**config.mk**
```make
export PLATFORM = sky130hd
export DESIGN_NAME = h14tx_period_sched
export DESIGN_NICKNAME = d
export VERILOG_FILES = /design/src/rtl/h14tx_period_sched.sv
export SDC_FILE = /design/constraint.sdc
export NUM_CORES = 1
export LEC_CHECK = 0
export ABC_AREA = 1
export CAP_MARGIN = 10
export CORE_ASPECT_RATIO = 1.5
export CORE_MARGIN = 2
export CORE_UTILIZATION = 48
export DETAILED_ROUTE_END_ITERATION = 7
export PLACE_DENSITY = 0.82
export SLEW_MARGIN = 20
export SYNTH_ARGS = -nofsm -noshare
export SYNTH_HDL_FRONTEND = slang
export SYNTH_SLANG_ARGS = --single-unit
```
**constraint.sdc**
```tcl
create_clock -name clk -period 2 [get_ports clk]
set_clock_uncertainty 0.1 [all_clocks]
set_input_delay 0.5 -clock clk [delete_from_list [all_inputs] [get_ports clk]]
set_output_delay 0.5 -clock clk [all_outputs]
set_load 0.005 [all_outputs]
```
**src/rtl/h14tx_period_sched.sv**
```systemverilog
// h14tx_period_sched: HDMI 1.4 TX period scheduler (video timing plus data-island packing).
// Define H14TX_ISLAND_EN to build the data-island FSM; the default build is DVI-only.

typedef enum logic [2:0] {
    Control            = 3'd0,
    VideoPreamble      = 3'd1,
    VideoGuard         = 3'd2,
    VideoActive        = 3'd3,
    DataIslandPreamble = 3'd4,
    DataIslandGuard    = 3'd5,
    DataIslandActive   = 3'd6
} period_t;

module h14tx_period_sched #(
    parameter int HActive = 1280,
    parameter int HTotal  = 1650,
    parameter int MaxPkts = 18
) (
    input  logic        clk,
    input  logic        rst_n,
    input  logic        video_line,
    input  logic        pkt_valid,
    output logic        pkt_ready,
    output period_t     period,
    output logic [4:0]  pkt_idx,
    output logic [11:0] x
);

    logic [11:0] x_next;
    logic        line_vid;
    logic        vid_next;
    period_t     video_period;
    period_t     period_next;
    logic [4:0]  idx_next;

    assign x_next   = (x == 12'(HTotal - 1)) ? 12'd0 : x + 12'd1;
    assign vid_next = (x == 12'(HTotal - 11)) ? video_line : line_vid;

    // Period for the next x from video timing alone; an island overrides it.
    always_comb begin
        video_period = Control;
        if (vid_next) begin
            if (x_next >= 12'(HTotal - 10) && x_next <= 12'(HTotal - 3))
                video_period = VideoPreamble;
            else if (x_next >= 12'(HTotal - 2))
                video_period = VideoGuard;
            else if (x_next < 12'(HActive))
                video_period = VideoActive;
        end
    end

`ifdef H14TX_ISLAND_EN
    typedef enum logic [2:0] {Idle, Pre, LGuard, Act, TGuard} island_t;

    island_t    state, state_next;
    logic [2:0] cnt, cnt_next;
    logic [5:0] pkts, pkts_next;
    logic       accept;
    logic       room_start;
    logic       room_chain;

    // Room is counted from the next x up to the video preamble at HTotal-10.
    assign room_start = (x_next >= 12'(HActive + 4)) && (x_next <= 12'(HTotal - 66));
    assign room_chain = (x_next <= 12'(HTotal - 56));

    always_comb begin
        state_next = state;
        cnt_next   = cnt;
        pkts_next  = pkts;
        idx_next   = 5'd0;
        accept     = 1'b0;
        case (state)
            Idle: begin
                if (pkt_valid && room_start) begin
                    accept     = 1'b1;
                    pkts_next  = 6'd1;
                    cnt_next   = 3'd0;
                    state_next = Pre;
                end
            end
            Pre: begin
                if (cnt == 3'd7) begin
                    cnt_next   = 3'd0;
                    state_next = LGuard;
                end else begin
                    cnt_next = cnt + 3'd1;
                end
            end
            LGuard: begin
                if (cnt == 3'd1) begin
                    cnt_next   = 3'd0;
                    state_next = Act;
                end else begin
                    cnt_next = cnt + 3'd1;
                end
            end
            Act: begin
                if (pkt_idx != 5'd31) begin
                    idx_next = pkt_idx + 5'd1;
                end else if (pkt_valid && (pkts < 6'(MaxPkts)) && room_chain) begin
                    accept    = 1'b1;
                    pkts_next = pkts + 6'd1;
                end else begin
                    state_next = TGuard;
                end
            end
            TGuard: begin
                if (cnt == 3'd1) begin
                    cnt_next   = 3'd0;
                    state_next = Idle;
                end else begin
                    cnt_next = cnt + 3'd1;
                end
            end
            default: state_next = Idle;
        endcase
    end

    always_comb begin
        case (state_next)
            Pre:            period_next = DataIslandPreamble;
            LGuard, TGuard: period_next = DataIslandGuard;
            Act:            period_next = DataIslandActive;
            default:        period_next = video_period;
        endcase
    end

    assign pkt_ready = accept & rst_n;

    // Reset drops any island in flight; no trailing guard is emitted.
    always_ff @(posedge clk or negedge rst_n) begin
        if (!rst_n) begin
            state <= Idle;
            cnt   <= 3'd0;
            pkts  <= 6'd0;
        end else begin
            state <= state_next;
            cnt   <= cnt_next;
            pkts  <= pkts_next;
        end
    end
`else
    logic [6:0] unused_dvi;
    assign unused_dvi  = {pkt_valid, 6'(MaxPkts)};
    assign pkt_ready   = 1'b0;
    assign idx_next    = 5'd0;
    assign period_next = video_period;
`endif

    always_ff @(posedge clk or negedge rst_n) begin
        if (!rst_n) begin
            x        <= 12'd0;
            line_vid <= 1'b0;
            period   <= Control;
            pkt_idx  <= 5'd0;
        end else begin
            x        <= x_next;
            line_vid <= vid_next;
            period   <= period_next;
            pkt_idx  <= idx_next;
        end
    end

endmodule
```
==> results of run 1 <==
## state kept, by name (all words and copies together), names as in the netlist
signal and count:
x 12, period 2, line_vid 1
## timing repair
item                                    4_1_cts  5_1_grt
resized for setup                             0        2
endpoints found under the setup margin        0        2
buffers inserted                              0        0
## path summary, 6_finish.rpt
check / endpoint / cells past startpoint / slack, ns / startpoint
max: x[3] / 2 / 0.07 / x[3]
min: line_vid / 2 / 0.43 / rst_n
max reg2reg: period[1] / 11 / 0.23 / x[1]
min reg2reg: line_vid / 2 / 0.44 / line_vid
max in group asynchronous: x[7] / 2 / 1.20 / rst_n
min in group clk: line_vid / 2 / 0.44 / line_vid
## synth_stat cells (all sizes together)
cell type	number	area [um2]
nand3	17	105.1
ha	2	25.02
nand4	4	25.02
a21boi	1	7.510
nor3b	1	7.510
nor3	2	10.01
nor2	18	115.1
xnor2	1	8.760
o21bai	2	26.28
inv	26	97.60
dfrtp	15	375.4
buf	8	60.06
a21oi	2	10.01
conb	1	3.750
nand2	38	167.7
## per-stage QoR
step	setup WS [ns]	util, %
detailed placement	0.09933	59.70
floorplan	0.3454	-
finish	0.06568	61.46
global route	0.01291	61.46
global placement	0.1217	59.70
CTS	0.06752	60.98
## power groups by stage
stage / clock, mW / sequential (mW) / combinational (mW)
after floorplan: 0 / 0.313 / 0.0154
after global placement: 0 / 0.313 / 0.0215
after detailed placement: 0 / 0.313 / 0.0220
after CTS: 0.184 / 0.307 / 0.0220
after global routing: 0.196 / 0.307 / 0.0249
final: 0.176 / 0.307 / 0.0215
## per-layer routing
| layer | share of wire, % | track usage [%] | wire length, um |
|---|---|---|---|
| met1 | 42 | 21.88 | 858 |
| met2 | 55 | 32.81 | 1140 |
| met3 | 2.0 | 2.346 | 41 |
| met4 | 1.2 | 12.05 | 24 |
| met5 | 0 | 0 | 0 |
## worst register-to-register path, cell delays in order (launching register included)
cell and delay, ns:
sky130_fd_sc_hd__dfrtp_1 0.42, sky130_fd_sc_hd__inv_1 0.07, sky130_fd_sc_hd__ha_1 0.14, sky130_fd_sc_hd__nor3b_2 0.18
sky130_fd_sc_hd__nand3_2 0.18, sky130_fd_sc_hd__buf_4 0.21, sky130_fd_sc_hd__nand4_1 0.11, sky130_fd_sc_hd__o21bai_4 0.06
sky130_fd_sc_hd__nand2_1 0.06, sky130_fd_sc_hd__nand3_1 0.07, sky130_fd_sc_hd__nand2_1 0.06, sky130_fd_sc_hd__inv_1 0.03
## layout make-up
cell class	instances	area, um2
clock buffer	4	26.28
tap	22	27.53
fill	193	790.8
multi-input combinational	95	544.3
sequential	15	375.4
timing repair buffer	20	190.2
inverter	26	97.59
## cells by family (layout without fill, tap and decap cells)
logic type | after synthesis | count (layout)
AO/OA/AOI/OAI | 5 | 5
AND/OR/NAND/NOR | 80 | 80
flip-flops | 15 | 15
adder cells (fa/ha/maj) | 2 | 2
other | 1 | 7
XOR/XNOR | 1 | 1
buffers and inverters | 34 | 50
==> reports/qor_table.md, run 1 <==
| Item | This run | Unit |
|---|---|---|
| Overall routing resource usage | 18.73 | % |
| Number of pins with negative max-slew slack in the final report | 0 | - |
| Sequential power share | 60.8 | % |
| Adder-cell area share of the yosys netlist | 2.395 | % |
| Mean Syn Cell Area | 7.571 | um2 |
| Critical Path Max Stage Delay | 0.52 | ns |
| Cell Count Post-Placement | 178 | - |
| Total global routing overflow | 0 | - |
| Tightest hold margin | 0.4254 | ns |
| Post-route DRC | 0 | - |
| Clock buffers created by TritonCTS | 3 | - |
| # hold bufs at CTS | 0 | - |
| Placement row count | 20 | - |
| Most frequent standard cell in the layout excluding fill and tap cells | sky130_fd_sc_hd__nand2_1 | - |
| Synthesized instance count | 138 | - |
| Buffer and inverter count on the worst path | 2 | - |
| Top Ports | 25 | - |
| Max cap viols | 0 | - |
| Routability cong. | 0.8062 | - |
| Data arrival time of the critical path | 1.33 | ns |
| Post-Route WL | 2065 | um |
| Global-route wire length before repair | 3636 | um |
| Final #Nets | 167 | - |
| Finished Cell Area | 1261 | um2 |
| Post-route non-filler standard cell count | 182 | - |
| Avg Vias per Cell | 4.940 | - |
| Synthesized-area fraction occupied by and/or/nand/nor cells | 41.20 | % |
| Share of synthesized area occupied by flip-flops and latches | 35.93 | % |
| Maximum number of pins on one net before global-route repair | 16 | - |
| Remaining antenna violation count | 0 | - |
| Fraction of power consumed by combinational cells | 4.3 | % |
| Core outline area | 2052 | um2 |
| Number of warnings reported in the yosys synthesis log | 0 | - |
| Xor and xnor fraction of the mapped netlist area | 0.8383 | % |
| Final worst-path cycle share | 96.72 | % |
| Setup repair after global routing missed its margin | false | - |
| Synthesized area | 1045 | um2 |
| Critical path capture point type | primary output | - |
| Chip width | 42.09 | um |
| Outcome | complete, no violations | - |
| Diodes inserted | 0 | - |
| Count of state elements after synthesis | 15 | - |
| Part of the power in the clock network | 34.9 | % |
| Share of the synthesized area in compound gates (AO/OA/AOI/OAI) | 4.192 | % |
| Layout overhead on the synthesized area | 20.72 | % |
| Clock slew at the register clock pins of the worst setup and hold paths | 0.09 | ns |
| Maximum count of clock buffers along a single path | 2 | - |
| Number of antenna violations at the first check in global routing | 0 | - |
| Detailed router's first-iteration violation count | 16 | - |
| Sum of net half-perimeters after detailed placement | 1663 | um |
| Count of clock tree sinks | 15 | - |
| Vertical die dimension | 61.14 | um |
| Power density normalized to cell area | 399.7 | nW/um2 |
| Maximum frequency from static timing analysis | 517.0 | MHz |
| H-tree lvl count | 1 | - |
| Final setup TNS | 0 | ns |
| Worst-path cell chain | buf_4 > clkdlybuf4s50_1 | - |
| CTS Root Cell | sky130_fd_sc_hd__clkbuf_4 | - |
| Starting Density | 50.91 | % |
| TritonRoute pass-1 iters | 4 | - |
| Internal power consumption | 0.3928 | mW |
| Share of layout cells above drive strength 1 | 17.50 | % |
| IO buf count | 16 | - |
| Worst vdd ir | 313.1 | uV |
| Routed wire length per instance | 11.35 | um |
| Final Hold Viols | 0 | - |
| Switching power share of the total | 22.07 | % |
| Final period demand of the worst path | 1.934 | ns |
| Biggest fanout along the worst timing path | 6 | - |
| Netlist cell types | 23 | - |
| Crit path kind | register to primary output | - |
| Kind of start point of the critical path | register | - |
| Vias in the first global route | 858 | - |
| Total number of vias | 899 | - |
| Area enclosed by the die boundary | 2573 | um2 |
| Skew-Pair Late Insertion Delay | 0.28 | ns |
| Share of synthesized area spent on multiplexers | 0 | % |
| Req. time, crit path | 1.40 | ns |
| Slowest cell on the critical path | sky130_fd_sc_hd__clkdlybuf4s50_1 | - |
| Leak | 0.6713 | nW |
| Commonest cells after routing, fill and taps aside | sky130_fd_sc_hd__nand2_1 (32), sky130_fd_sc_hd__inv_1 (24), sky130_fd_sc_hd__clkdlybuf4s50_1 (16) | - |
| Hold/Removal Path Class | input pin to asynchronous set/reset pin | - |
| Combinational family with the most area after synthesis | simple AND/OR/NAND/NOR gates | - |
| Net Switching | 0.1113 | mW |
| Placement Cell Area | 1225 | um2 |
| Total power consumption of the routed design | 0.5041 | mW |
| Clock tree from TritonCTS | built | - |
| Family of cells with the greatest summed delay on the critical path | buffers and inverters | - |
| Endpoints failing setup | 0 | - |
No activity file was read; power rests on OpenSTA's default activity.
==> run 2: changes to the inputs <==
--- a/config.mk
+++ b/config.mk
@@ -9,9 +9,9 @@
 export CAP_MARGIN = 10
 export CORE_ASPECT_RATIO = 1.5
 export CORE_MARGIN = 2
-export CORE_UTILIZATION = 48
+export CORE_UTILIZATION = 45
 export DETAILED_ROUTE_END_ITERATION = 7
-export PLACE_DENSITY = 0.82
+export PLACE_DENSITY = 0.77
 export SLEW_MARGIN = 20
 export SYNTH_ARGS = -nofsm -noshare
 export SYNTH_HDL_FRONTEND = slang
==> reports/qor_table.md, run 2 (same netlist as run 1, synthesis figures left out) <==
| Item | This run | Unit |
|---|---|---|
| Count of clock tree sinks | 15 | - |
| Endpoints failing setup | 0 | - |
| Final setup TNS | 0 | ns |
| Number of filler cells placed in the layout | 203 | - |
| Final period demand of the worst path | 1.914 | ns |
| IO buf count | 16 | - |
| Maximum frequency from static timing analysis | 522.6 | MHz |
| H-tree lvl count | 1 | - |
| Global-route track usage on met3 | 0.8671 | % |
| Skew-Pair Late Insertion Delay | 0.29 | ns |
| Crit path kind | register to primary output | - |
| Maximum number of pins on one net before global-route repair | 16 | - |
| Most frequent standard cell in the layout excluding fill and tap cells | sky130_fd_sc_hd__nand2_1 | - |
| Outcome | complete, no violations | - |
| Kind of start point of the critical path | register | - |
| Global-route wire length before repair | 3505 | um |
| Placement row count | 21 | - |
| Worst vdd ir | 378.4 | uV |
| Number of setup buffers added after CTS | 0 | - |
| Overall routing resource usage | 16.70 | % |
| Max reg flops | 12 | - |
| Routability cong. | 0.8572 | - |
| Met2 Use GR | 28.73 | % |
| Min setup slack post-route | 0.08640 | ns |
| Area enclosed by the die boundary | 2731 | um2 |
| Final worst-path cycle share | 95.68 | % |
| Detailed router's first-iteration violation count | 25 | - |
| Flip-flop and latch area | 376.6 | um2 |
| Leak | 0.6711 | nW |
| Pre-CTS worst setup slack | 0.1790 | ns |
| Routed wire length per instance | 10.89 | um |
| Vias in the first global route | 848 | - |
| Top Ports | 25 | - |
| Total number of vias | 910 | - |
| Sum of net half-perimeters after detailed placement | 1586 | um |
| Maximum count of clock buffers along a single path | 2 | - |
| Met1 routing resource usage after global routing | 19.63 | % |
| Clock buffers created by TritonCTS | 3 | - |
| Max cap viols | 0 | - |
| Starting Density | 47.34 | % |
| Clock tree from TritonCTS | built | - |
| Core outline area | 2207 | um2 |
| Worst-path cell chain | buf_4 > clkdlybuf4s50_1 | - |
| Layer with the highest usage after global routing | met2 | - |
| Post-Route WL | 1992 | um |
| TritonRoute pass-1 iters | 6 | - |
| # hold bufs at CTS | 0 | - |
| Critical path capture point type | primary output | - |
| Most flops, register | x | - |
| Post-route DRC | 0 | - |
| Hold/Removal Path Class | input pin to asynchronous set/reset pin | - |
| CTS Root Cell | sky130_fd_sc_hd__clkbuf_4 | - |
| Commonest cells after routing, fill and taps aside | sky130_fd_sc_hd__nand2_1 (32), sky130_fd_sc_hd__inv_1 (24), sky130_fd_sc_hd__clkdlybuf4s50_1 (16) | - |
| Number of pins with negative max-slew slack in the final report | 0 | - |
| Diodes inserted | 0 | - |
| Registers with the highest flip-flop counts | x (12), period (2), line_vid (1) | - |
| Final #Nets | 167 | - |
| Layout overhead on the synthesized area | 20.60 | % |
| Chip width | 43.34 | um |
| Area of the multi-input gates | 539.3 | um2 |
| Total global routing overflow | 0 | - |
| Critical Path Max Stage Delay | 0.50 | ns |
| Tightest hold margin | 0.4127 | ns |
| Req. time, crit path | 1.40 | ns |
| Avg Vias per Cell | 4.973 | - |
| Share of layout cells above drive strength 1 | 18.13 | % |
| Data arrival time of the critical path | 1.31 | ns |
| Final Hold Viols | 0 | - |
| Remaining antenna violation count | 0 | - |
| Clock slew at the register clock pins of the worst setup and hold paths | 0.09 | ns |
| Number of antenna violations at the first check in global routing | 0 | - |
| Biggest fanout along the worst timing path | 5 | - |
| Vertical die dimension | 63.01 | um |
| Slowest cell on the critical path | sky130_fd_sc_hd__clkdlybuf4s50_1 | - |
| Power density normalized to cell area | 397.4 | nW/um2 |
| Setup repair after global routing missed its margin | false | - |
[run 2: cell count changes in the layout (fill, tap and decap cells not counted)]
cell / previous run / this run
sky130_fd_sc_hd__nand3_2: 5 / 4
sky130_fd_sc_hd__nand3_1: 12 / 13
sky130_fd_sc_hd__dfrtp_1: 15 / 14
sky130_fd_sc_hd__clkbuf_1: 1 / 0
sky130_fd_sc_hd__dfrtp_2: 0 / 1
sky130_fd_sc_hd__clkinv_2: 0 / 1
[run 2: cell type report]
class                           count  area share [%]
Multi-Input combinational cell     95           42.80
Sequential cell                    15           29.89
Timing Repair Buffer               20           15.09
Inverter                           26           7.746
Tap cell                           23           2.284
Clock buffer                        3           1.787
Clock inverter                      1          0.3972
[run 2: routing by layer]
| layer | routed length [um] | share of wire (%) | vias to the layer above |
|---|---|---|---|
| met4 | 36 | 1.8 | 0 |
| met2 | 1059 | 53 | 30 |
| met3 | 84 | 4.2 | 4 |
| met5 | 0 | 0 | - |
| met1 | 811 | 41 | 425 |
| li1 | - | - | 451 |
[run 2: repair_timing]
item | CTS | global route
gates resized for setup | 1 | 1
setup endpoints to repair | 1 | 1
pin swaps | 0 | 1
[run 2: critical path, delay by kind of cell (launching register included)]
family   cells  cell delay (ns)
flops        1             0.39
buf+inv      2             0.65
[run 2: where the power goes]
part	internal, mW	switching [mW]	total, mW	leakage, nW
clock	0.0744	0.0983	0.173	0.0177
combinational	0.00941	0.0118	0.0213	0.467
sequential	0.306	0.000824	0.307	0.186
total	0.390	0.111	0.501	0.671
[run 2: worst paths after layout]
path,startpoint,endpoint,slack (ns),cells after the start
hold reg to reg,line_vid,line_vid,0.43,2
hold / removal,rst_n,line_vid,0.41,2
max in group asynchronous,rst_n,x[3],1.19,2
setup / recovery,x[0],x[0],0.09,2
min in group clk,line_vid,line_vid,0.43,2
setup reg to reg,x[0],period[1],0.25,12
[run 2: through the flow]
step | cells | instance area, um2 | total power, mW | utilization (%)
floorplan | 144 | 1067 | 0.3286 | -
global placement | 179 | 1226 | 0.3343 | 55.56
detailed placement | 179 | 1226 | 0.3345 | 55.56
CTS | 183 | 1255 | 0.5123 | 56.86
global route | 183 | 1260 | 0.5247 | 57.09
finish | 183 | 1260 | 0.5008 | 57.09
